$ cat src/rtl/prog_feeder.sv
// prog_feeder: instruction sequencer in front of the 9-bit bus processor.
// Fetches program words from a synchronous-read memory, issues each one on
// DIN with a single-cycle Run pulse, supplies the mvi immediate on the next
// cycle, and waits for Done before fetching again. Opcodes 100-111 halt.
//
// Ports
//   Clock    rising-edge clock
//   Reset    asynchronous, active-high reset
//   Start    begin execution at address 0 (IDLE or HALTED only)
//   Done     processor Done (combinational from the processor)
//   MemData  program memory read data, valid the cycle after MemAddr
//   MemAddr  program memory address (combinational)
//   DIN      processor DIN (combinational, zero outside ISSUE/IMM)
//   Run      processor Run, high only in the ISSUE cycle of a real opcode
//   PC       address of the current instruction
//   Busy     high in FETCH, ISSUE, IMM and WAIT
//   Halted   HALT opcode reached
//   Error    sticky Done timeout flag; only Reset clears it
module prog_feeder #(
  parameter int unsigned ADDR_W  = 5,
  parameter int unsigned TIMEOUT = 3
) (
  input  logic              Clock,
  input  logic              Reset,
  input  logic              Start,
  input  logic              Done,
  input  logic [8:0]        MemData,
  output logic [ADDR_W-1:0] MemAddr,
  output logic [8:0]        DIN,
  output logic              Run,
  output logic [ADDR_W-1:0] PC,
  output logic              Busy,
  output logic              Halted,
  output logic              Error
);

  // Counts Done-less IMM/WAIT cycles from 0 up to TIMEOUT-1.
  localparam int unsigned CNT_W = (TIMEOUT < 2) ? 1 : $clog2(TIMEOUT);

  localparam logic [2:0] OP_MVI = 3'b001;

  typedef enum logic [2:0] {
    S_IDLE,
    S_FETCH,
    S_ISSUE,
    S_IMM,
    S_WAIT,
    S_HALTED,
    S_ERROR
  } state_t;

  state_t            state_q, state_d;
  logic [ADDR_W-1:0] pc_q, pc_d;
  logic [CNT_W-1:0]  cnt_q, cnt_d;
  logic              run_q;
  logic              busy_q;
  logic              halted_q;
  logic              error_q;

  logic [2:0]        opcode;
  logic              halt_op;
  logic              timed_out;

  assign opcode    = MemData[8:6];
  assign halt_op   = MemData[8];
  assign timed_out = (cnt_q == CNT_W'(TIMEOUT - 1));

  // State, PC, timeout counter and registered status flags.
  always_ff @(posedge Clock or posedge Reset) begin
    if (Reset) begin
      state_q  <= S_IDLE;
      pc_q     <= '0;
      cnt_q    <= '0;
      run_q    <= 1'b0;
      busy_q   <= 1'b0;
      halted_q <= 1'b0;
      error_q  <= 1'b0;
    end else begin
      state_q  <= state_d;
      pc_q     <= pc_d;
      cnt_q    <= cnt_d;
      run_q    <= (state_d == S_ISSUE);
      busy_q   <= (state_d == S_FETCH) || (state_d == S_ISSUE) ||
                  (state_d == S_IMM)   || (state_d == S_WAIT);
      halted_q <= (state_d == S_HALTED);
      error_q  <= (state_d == S_ERROR);
    end
  end

  // Next-state, PC and timeout counter.
  always_comb begin
    state_d = state_q;
    pc_d    = pc_q;
    cnt_d   = cnt_q;
    case (state_q)
      S_IDLE, S_HALTED: begin
        if (Start) begin
          pc_d    = '0;
          state_d = S_FETCH;
        end
      end
      S_FETCH: state_d = S_ISSUE;
      S_ISSUE: begin
        cnt_d = '0;
        if (halt_op)               state_d = S_HALTED;
        else if (opcode == OP_MVI) state_d = S_IMM;
        else                       state_d = S_WAIT;
      end
      S_IMM, S_WAIT: begin
        if (Done) begin
          pc_d    = (state_q == S_IMM) ? pc_q + ADDR_W'(2) : pc_q + ADDR_W'(1);
          state_d = S_FETCH;
        end else if (timed_out) begin
          state_d = S_ERROR;
        end else begin
          cnt_d = cnt_q + CNT_W'(1);
        end
      end
      S_ERROR: state_d = S_ERROR;
      default: state_d = S_IDLE;
    endcase
  end

  // The opcode only arrives during ISSUE, so a HALT masks the registered pulse.
  assign Run     = run_q & ~halt_op;
  // In ISSUE the memory is already reading the mvi immediate at PC+1.
  assign MemAddr = (state_q == S_ISSUE) ? pc_q + ADDR_W'(1) : pc_q;
  assign DIN     = ((state_q == S_ISSUE) || (state_q == S_IMM)) ? MemData : 9'b0;
  assign PC      = pc_q;
  assign Busy    = busy_q;
  assign Halted  = halted_q;
  assign Error   = error_q;

endmodule

$ cat config.mk
export PLATFORM = sky130hd
export DESIGN_NAME = prog_feeder
export DESIGN_NICKNAME = d
export VERILOG_FILES = /design/src/rtl/prog_feeder.sv
export SDC_FILE = /design/constraint.sdc
export NUM_CORES = 1
export LEC_CHECK = 0
export CORE_AREA = 2 2 64 66
export DETAILED_ROUTE_END_ITERATION = 10
export DIE_AREA = 0 0 66 68
export PLACE_DENSITY = 0.66
export SLEW_MARGIN = 20
export SYNTH_ARGS = -nofsm -noshare
export SYNTH_HDL_FRONTEND = slang
export SYNTH_SLANG_ARGS = --single-unit
$ cat constraint.sdc
create_clock -name Clock -period 1.85 [get_ports Clock]
set_input_delay 0.4625 -clock Clock [delete_from_list [all_inputs] [get_ports Clock]]
set_output_delay 0.4625 -clock Clock [all_outputs]
set_load 0.005 [all_outputs]
==> metrics.cfg, run 1 <==
[run_status]
outcome = finished with violations
violations = setup timing

[sta]
setup_viol = 2
setup_slack_ns = -0.0342
setup_tns_ns = -0.0546
fin_crit_sh_pct = 102
tightest_slew_ns = 0.585
skew_ns = 0.00993
maxSlewViolCount = 0
maxSlewHeadroom_pct = 60.9
fmax_mhz = 531
period_minus_slack_ns = 1.88
hold_viol = 0
grt_setup_unrepaired = true

[die]
die_y_um = 68
start_util_pct = 28.7
ios = 36
die_area_sq_um = 4490
coreArea_sq_um = 3860
die_w_um = 66
core.rowCount = 23

[route]
vias = 1106
first_iter_violations = 27
route.antenna.remaining_nets = 0
drt-total-wl_mm = 2.94
avgViaCountPerCell = 4.73
remaining_drc_errors = 0
avgRoutedWirePerCell_um = 12.5
firstDrtPassIters = 4

[global_route]
grt_usage_pct = 14.0
grt_start_max_net_pins = 24
first_global_vias = 1078
antenna_found_initial = 0
grt_pass1_wl_mm = 4.81
grt-ovfl-total = 0

[hold_path]
worstHoldPathCells = 1
min_from = PC[4]$_DFFE_PP0P_
hold_end = PC[4]$_DFFE_PP0P_
min_path_type = reg -> reg

[clock_network]
cts_sinks = 14
clkTransAtPathRegs_ns = 0.06
cts_made_buffers = 3
h-tree-depth = 1
cts-root-buf = clkbuf_8
clk_latency_ns = 0.25
cts.path.max_buffers = 2
cts-hold-fix-buffers = 0
cts_tree = built

[logic_synthesis]
synth_top_area_share_pct = 31.6
synthArstFlopShare_pct = 100
synth.top_cells.by_count = 14 x dfrtp_1, 10 x nor2_1, 9 x and2_1, 9 x inv_1, 7 x a31oi_1
netlist_instances = 128
synth-main-ff-cell = dfrtp_1
synth_fp_nets = 144
synth_cell_types = 45
ys_ff_latch = 14
syn-cell-area_sq_um = 1110
synth_enable_flop_cells = 0
yosysMostFrequentCell = dfrtp_1
synth-seq-area-share_pct = 31.6
synthTopCellsByArea = dfrtp_1 32%, and2_1 5.1%, a31oi_1 4.0%
synth.avg_cell_area_sq_um = 8.65
yosysTopAreaCell = dfrtp_1
yosys_warnings = 0

[power_and_ir_drop]
cellLeakagePower_nw = 0.786
irDropWorstVdd_v = 0.000506
power_w = 0.00252
cellPowerDensity_nw_per_um2 = 1480

[critical_path]
timing.rr.end = PC[3]$_DFFE_PP0P_
cp_max_fo = 4
reg2reg_depth = 7
critical_path_class = reg -> out
endpoint_kind = output pin
start_kind = flip-flop
r2r_start = state_q[1]$_DFF_PP0_
r2r_slack_ns = 0.16
crit_required_ns = 1.39
critPathArrivalTime_ns = 1.42

[cells_and_area]
final_nets = 202
syn_to_final_growth_pct = 54.4
drive_above_1_share_pct = 28.3
diodes = 0
fillers = 380
multi_input_area_sq_um = 673
seqCellArea_sq_um = 352

[placement]
hpwl_mm = 2.17
io_buffers = 35
place.gp.congestion = 0.776

[run]
drv_cap = 0

flip-flops by register name, summed over array words and instances, names as in the netlist:
| register | flops |
|---|---|
| Busy | 1 |
| PC | 5 |
| run_q | 1 |
| Halted | 1 |
| state_q | 3 |
| Error | 1 |
| cnt_q | 2 |
cells by family (layout without fill, tap and decap cells):
logic type	count (synthesis)	after routing	synth area share, %
xor+xnor	7	7	5.54
buf+inv	20	76	9.26
mux	1	1	0.904
simple gates	47	47	25.4
compound gates	36	36	23.8
fa+ha+maj	3	3	3.39
flops	14	14	31.6
metrics by stage:
stage	hold WS, ns	setup slack (ns)	instances	area (sq um)	utilization, %
after global routing	0.586	-0.114	234	1710	44.3
after detailed placement	0.534	-0.210	226	1630	42.2
final	0.545	-0.0342	234	1710	44.3
after CTS	0.541	-0.128	235	1720	44.5
after global placement	0.521	-0.193	226	1630	42.2
after floorplan	0.352	0.169	128	1110	-
layout make-up:
cell class	instances	area share (%)
Timing Repair Buffer	63	31.8
Inverter	10	2.20
Sequential cell	14	20.6
Tap cell	50	3.66
Clock buffer	3	2.42
Multi-Input combinational cell	94	39.4
layer usage:
metal | vias to the layer above | GRT usage, % | share of wire, %
met3 | 4 | 2.80 | 7.0
li1 | 568 | - | -
met1 | 500 | 17.7 | 45
met2 | 34 | 23.4 | 47
met5 | - | 0 | 0
met4 | 0 | 5.87 | 1.2
placed cells by master (no fill, tap or decap), types with 2 or more instances in the layout:
| master | netlist | final |
|---|---|---|
| nand2_1 | 4 | 4 |
| nand3_1 | 6 | 5 |
| buf_6 | 2 | 6 |
| a21oi_1 | 6 | 6 |
| a31oi_1 | 7 | 7 |
| o31ai_1 | 2 | 2 |
| xnor2_1 | 4 | 4 |
| ha_1 | 3 | 3 |
| clkbuf_2 | 0 | 2 |
| dlygate4sd2_1 | 0 | 2 |
| clkbuf_8 | 0 | 3 |
| nor2b_1 | 4 | 3 |
| buf_4 | 2 | 22 |
| clkdlybuf4s50_1 | 0 | 19 |
| nand3_2 | 1 | 2 |
| xor2_1 | 3 | 3 |
| dfrtp_1 | 14 | 13 |
| inv_1 | 9 | 9 |
| nor2_1 | 10 | 10 |
| buf_2 | 4 | 6 |
| and2_1 | 9 | 9 |
| a211oi_1 | 2 | 2 |
| o21ai_0 | 6 | 5 |
| nor3_1 | 3 | 3 |
| nand4b_1 | 2 | 2 |
| clkdlybuf4s15_1 | 0 | 5 |
| o21ai_1 | 2 | 3 |
worst max-delay path by stage:
stage / slack (ns) / startpoint / end
after detailed placement: -0.21 / MemData[8] / Busy$_DFF_PP0_
after CTS: -0.13 / state_q[2]$_DFF_PP0_ / MemAddr[3]
after floorplan: 0.17 / state_q[2]$_DFF_PP0_ / MemAddr[4]
final: -0.03 / state_q[2]$_DFF_PP0_ / MemAddr[0]
after global routing: -0.11 / state_q[2]$_DFF_PP0_ / MemAddr[3]
after global placement: -0.19 / MemData[8] / DIN[8]
repair_timing:
| action | CTS | global route |
|---|---|---|
| buffers inserted | 6 | 0 |
| hold endpoints to repair | 0 | 0 |
| gates resized for setup | 47 | 10 |
| pin swaps | 4 | 5 |
| endpoints found under the setup margin | 15 | 13 |
worst max-delay path: stages (launching register included):
cell	delay, ns
dfrtp_1	0.40
buf_6	0.13
nor3_4	0.10
buf_6	0.13
buf_6	0.09
buf_6	0.08
xor2_1	0.13
buf_2	0.12
power breakdown:
part           switching, W  total, W  internal (W)
sequential        0.0000811  0.000517      0.000436
combinational      0.000846   0.00175      0.000906
clock              0.000110  0.000254      0.000144
total               0.00104   0.00252       0.00149
Power figures use the tool's default switching activity.
==> run 2, diff against run 1 <==
Settings changed: GPL_TIMING_DRIVEN set to 0, HOLD_SLACK_MARGIN set to 0.03.
==> metrics.cfg, run 2 (same netlist as run 1, synthesis figures left out) <==
[die]
die_y_um = 68
coreArea_sq_um = 3860
die_w_um = 66
start_util_pct = 28.7
core.rowCount = 23
ios = 36
die_area_sq_um = 4490

[cells_and_area]
final_nets = 199
final_area_sq_um = 1700
syn_to_final_growth_pct = 53.1
drive_above_1_share_pct = 33.5
seqCellArea_sq_um = 352
final_cell_mix = 18 x clkdlybuf4s50_1, 14 x buf_4, 13 x dfrtp_1
mostFrequentLayoutCell = clkdlybuf4s50_1
largest_register_ffs = 5
diodes = 0
final_core_util_pct = 44.0
fillers = 399
multi_input_area_sq_um = 687

[route]
vias = 1136
remaining_drc_errors = 0
drt-total-wl_mm = 3.08
avgRoutedWirePerCell_um = 13.3
avgViaCountPerCell = 4.90
firstDrtPassIters = 4
first_iter_violations = 53
route.antenna.remaining_nets = 0

[power_and_ir_drop]
cellPowerDensity_nw_per_um2 = 1570
irDropWorstVdd_v = 0.000591
clkPwrFrac_pct = 12.0
cellLeakagePower_nw = 0.782
intPower_w = 0.00156
power.switching_w = 0.00111
comb_power_share_pct = 66.8
pwr-share-seq_pct = 21.2
sw_frac_of_total_pct = 41.5

[run_status]
violations = setup timing
outcome = finished with violations

[global_route]
first_global_vias = 1027
grt_pass1_wl_mm = 4.77
antenna_found_initial = 0
grt-ovfl-total = 0
grt_start_max_net_pins = 15
grt_usage_pct = 14.1

[critical_path]
critPathArrivalTime_ns = 1.53
timing.rr.end = Busy$_DFF_PP0_
crit_end = MemAddr[4]
critPathLaunch = state_q[2]$_DFF_PP0_
cp_slowest_cell = dfrtp_2
endpoint_kind = output pin
max_stage_delay_ns = 0.43
worstPathBufferInverterCount = 3
critical_path_class = reg -> out
cp_top_family = flip-flops
path_cells = buf_8 -> nor3_4 -> buf_4 -> nand4_1 -> xnor2_1 -> buf_2
r2r_slack_ns = 0.10
crit_cells = 6
r2r_start = state_q[1]$_DFF_PP0_
start_kind = flip-flop
reg2reg_depth = 8
cp_max_fo = 3
crit_required_ns = 1.39

[placement]
hpwl_mm = 1.98
io_buffers = 34
place.gp.congestion = 0.847
placed_area_sq_um = 1510

[sta]
fmax_mhz = 501
hold_viol = 0
setup_slack_ns = -0.145
setup_tns_ns = -0.720
maxSlewHeadroom_pct = 62.9
setup_viol = 9
period_minus_slack_ns = 2.00
skew_ns = 0.00433
grt_setup_unrepaired = true
fin_crit_sh_pct = 108
tightest_slew_ns = 0.557
maxSlewViolCount = 0

[clock_network]
cts_tree = built
cts_made_buffers = 3
cts_sinks = 14
clkTransAtPathRegs_ns = 0.07
cts.path.max_buffers = 2
clk_latency_ns = 0.26
h-tree-depth = 1
cts-root-buf = clkbuf_8

[run]
drv_cap = 0

[hold_path]
min_path_type = reg -> reg

run 2: how the worst min path moves through the flow:
stage / start / endpoint / cells past startpoint
floorplan: Reset / Busy$_DFF_PP0_ / 1
CTS: PC[4]$_DFFE_PP0P_ / PC[4]$_DFFE_PP0P_ / 1
detailed placement: PC[4]$_DFFE_PP0P_ / PC[4]$_DFFE_PP0P_ / 1
global placement: PC[4]$_DFFE_PP0P_ / PC[4]$_DFFE_PP0P_ / 1
global route: PC[4]$_DFFE_PP0P_ / PC[4]$_DFFE_PP0P_ / 1
finish: PC[4]$_DFFE_PP0P_ / PC[4]$_DFFE_PP0P_ / 1
run 2: what timing repair did:
item	4_1_cts	5_1_grt
gates cloned	1	0
hold buffers	0	0
gates resized for setup	53	22
buffers inserted	16	3
pin swaps	5	8
setup endpoints to repair	15	10
run 2: worst register-to-register path: stages (launching register included):
cell and delay [ns]:
dfrtp_1 0.42, buf_4 0.15, nor2b_4 0.13, buf_6 0.11
buf_4 0.16, nand3_2 0.09, a21oi_2 0.07, a311oi_4 0.36
xor2_1 0.18
run 2: power groups by stage:
| stage | clock network (W) | registers, W | logic, W |
|---|---|---|---|
| after floorplan | 0 | 0.000535 | 0.000962 |
| after global placement | 0 | 0.000552 | 0.00149 |
| after detailed placement | 0 | 0.000554 | 0.00150 |
| after CTS | 0.000322 | 0.000545 | 0.00174 |
| after global routing | 0.000337 | 0.000583 | 0.00196 |
| final | 0.000319 | 0.000565 | 0.00178 |
run 2: layout make-up:
| cell class | count | share of cell area [%] |
|---|---|---|
| flip-flops and latches | 14 | 20.7 |
| multi-input cells | 94 | 40.5 |
| plain buffers | 7 | 3.32 |
| repair buffers | 53 | 26.3 |
| clock buffers | 4 | 3.25 |
| inverters | 10 | 2.21 |
| well taps | 50 | 3.69 |
run 2: metal layers:
metal  track usage [%]  up-vias  wire (um)
met5                 0        -          0
met4              7.91        0        102
met3              3.78       10        269
met2              22.5       49       1400
met1              17.2      521       1310
li1                  -      556          -
run 2: metrics by stage:
| step | setup slack, ns | cells | hold WS [ns] | total power, W |
|---|---|---|---|---|
| floorplan | 0.169 | 128 | 0.352 | 0.00150 |
| global placement | -0.444 | 212 | 0.530 | 0.00204 |
| detailed placement | -0.446 | 212 | 0.529 | 0.00206 |
| CTS | -0.151 | 232 | 0.537 | 0.00261 |
| global route | -0.199 | 232 | 0.576 | 0.00288 |
| finish | -0.145 | 232 | 0.531 | 0.00266 |
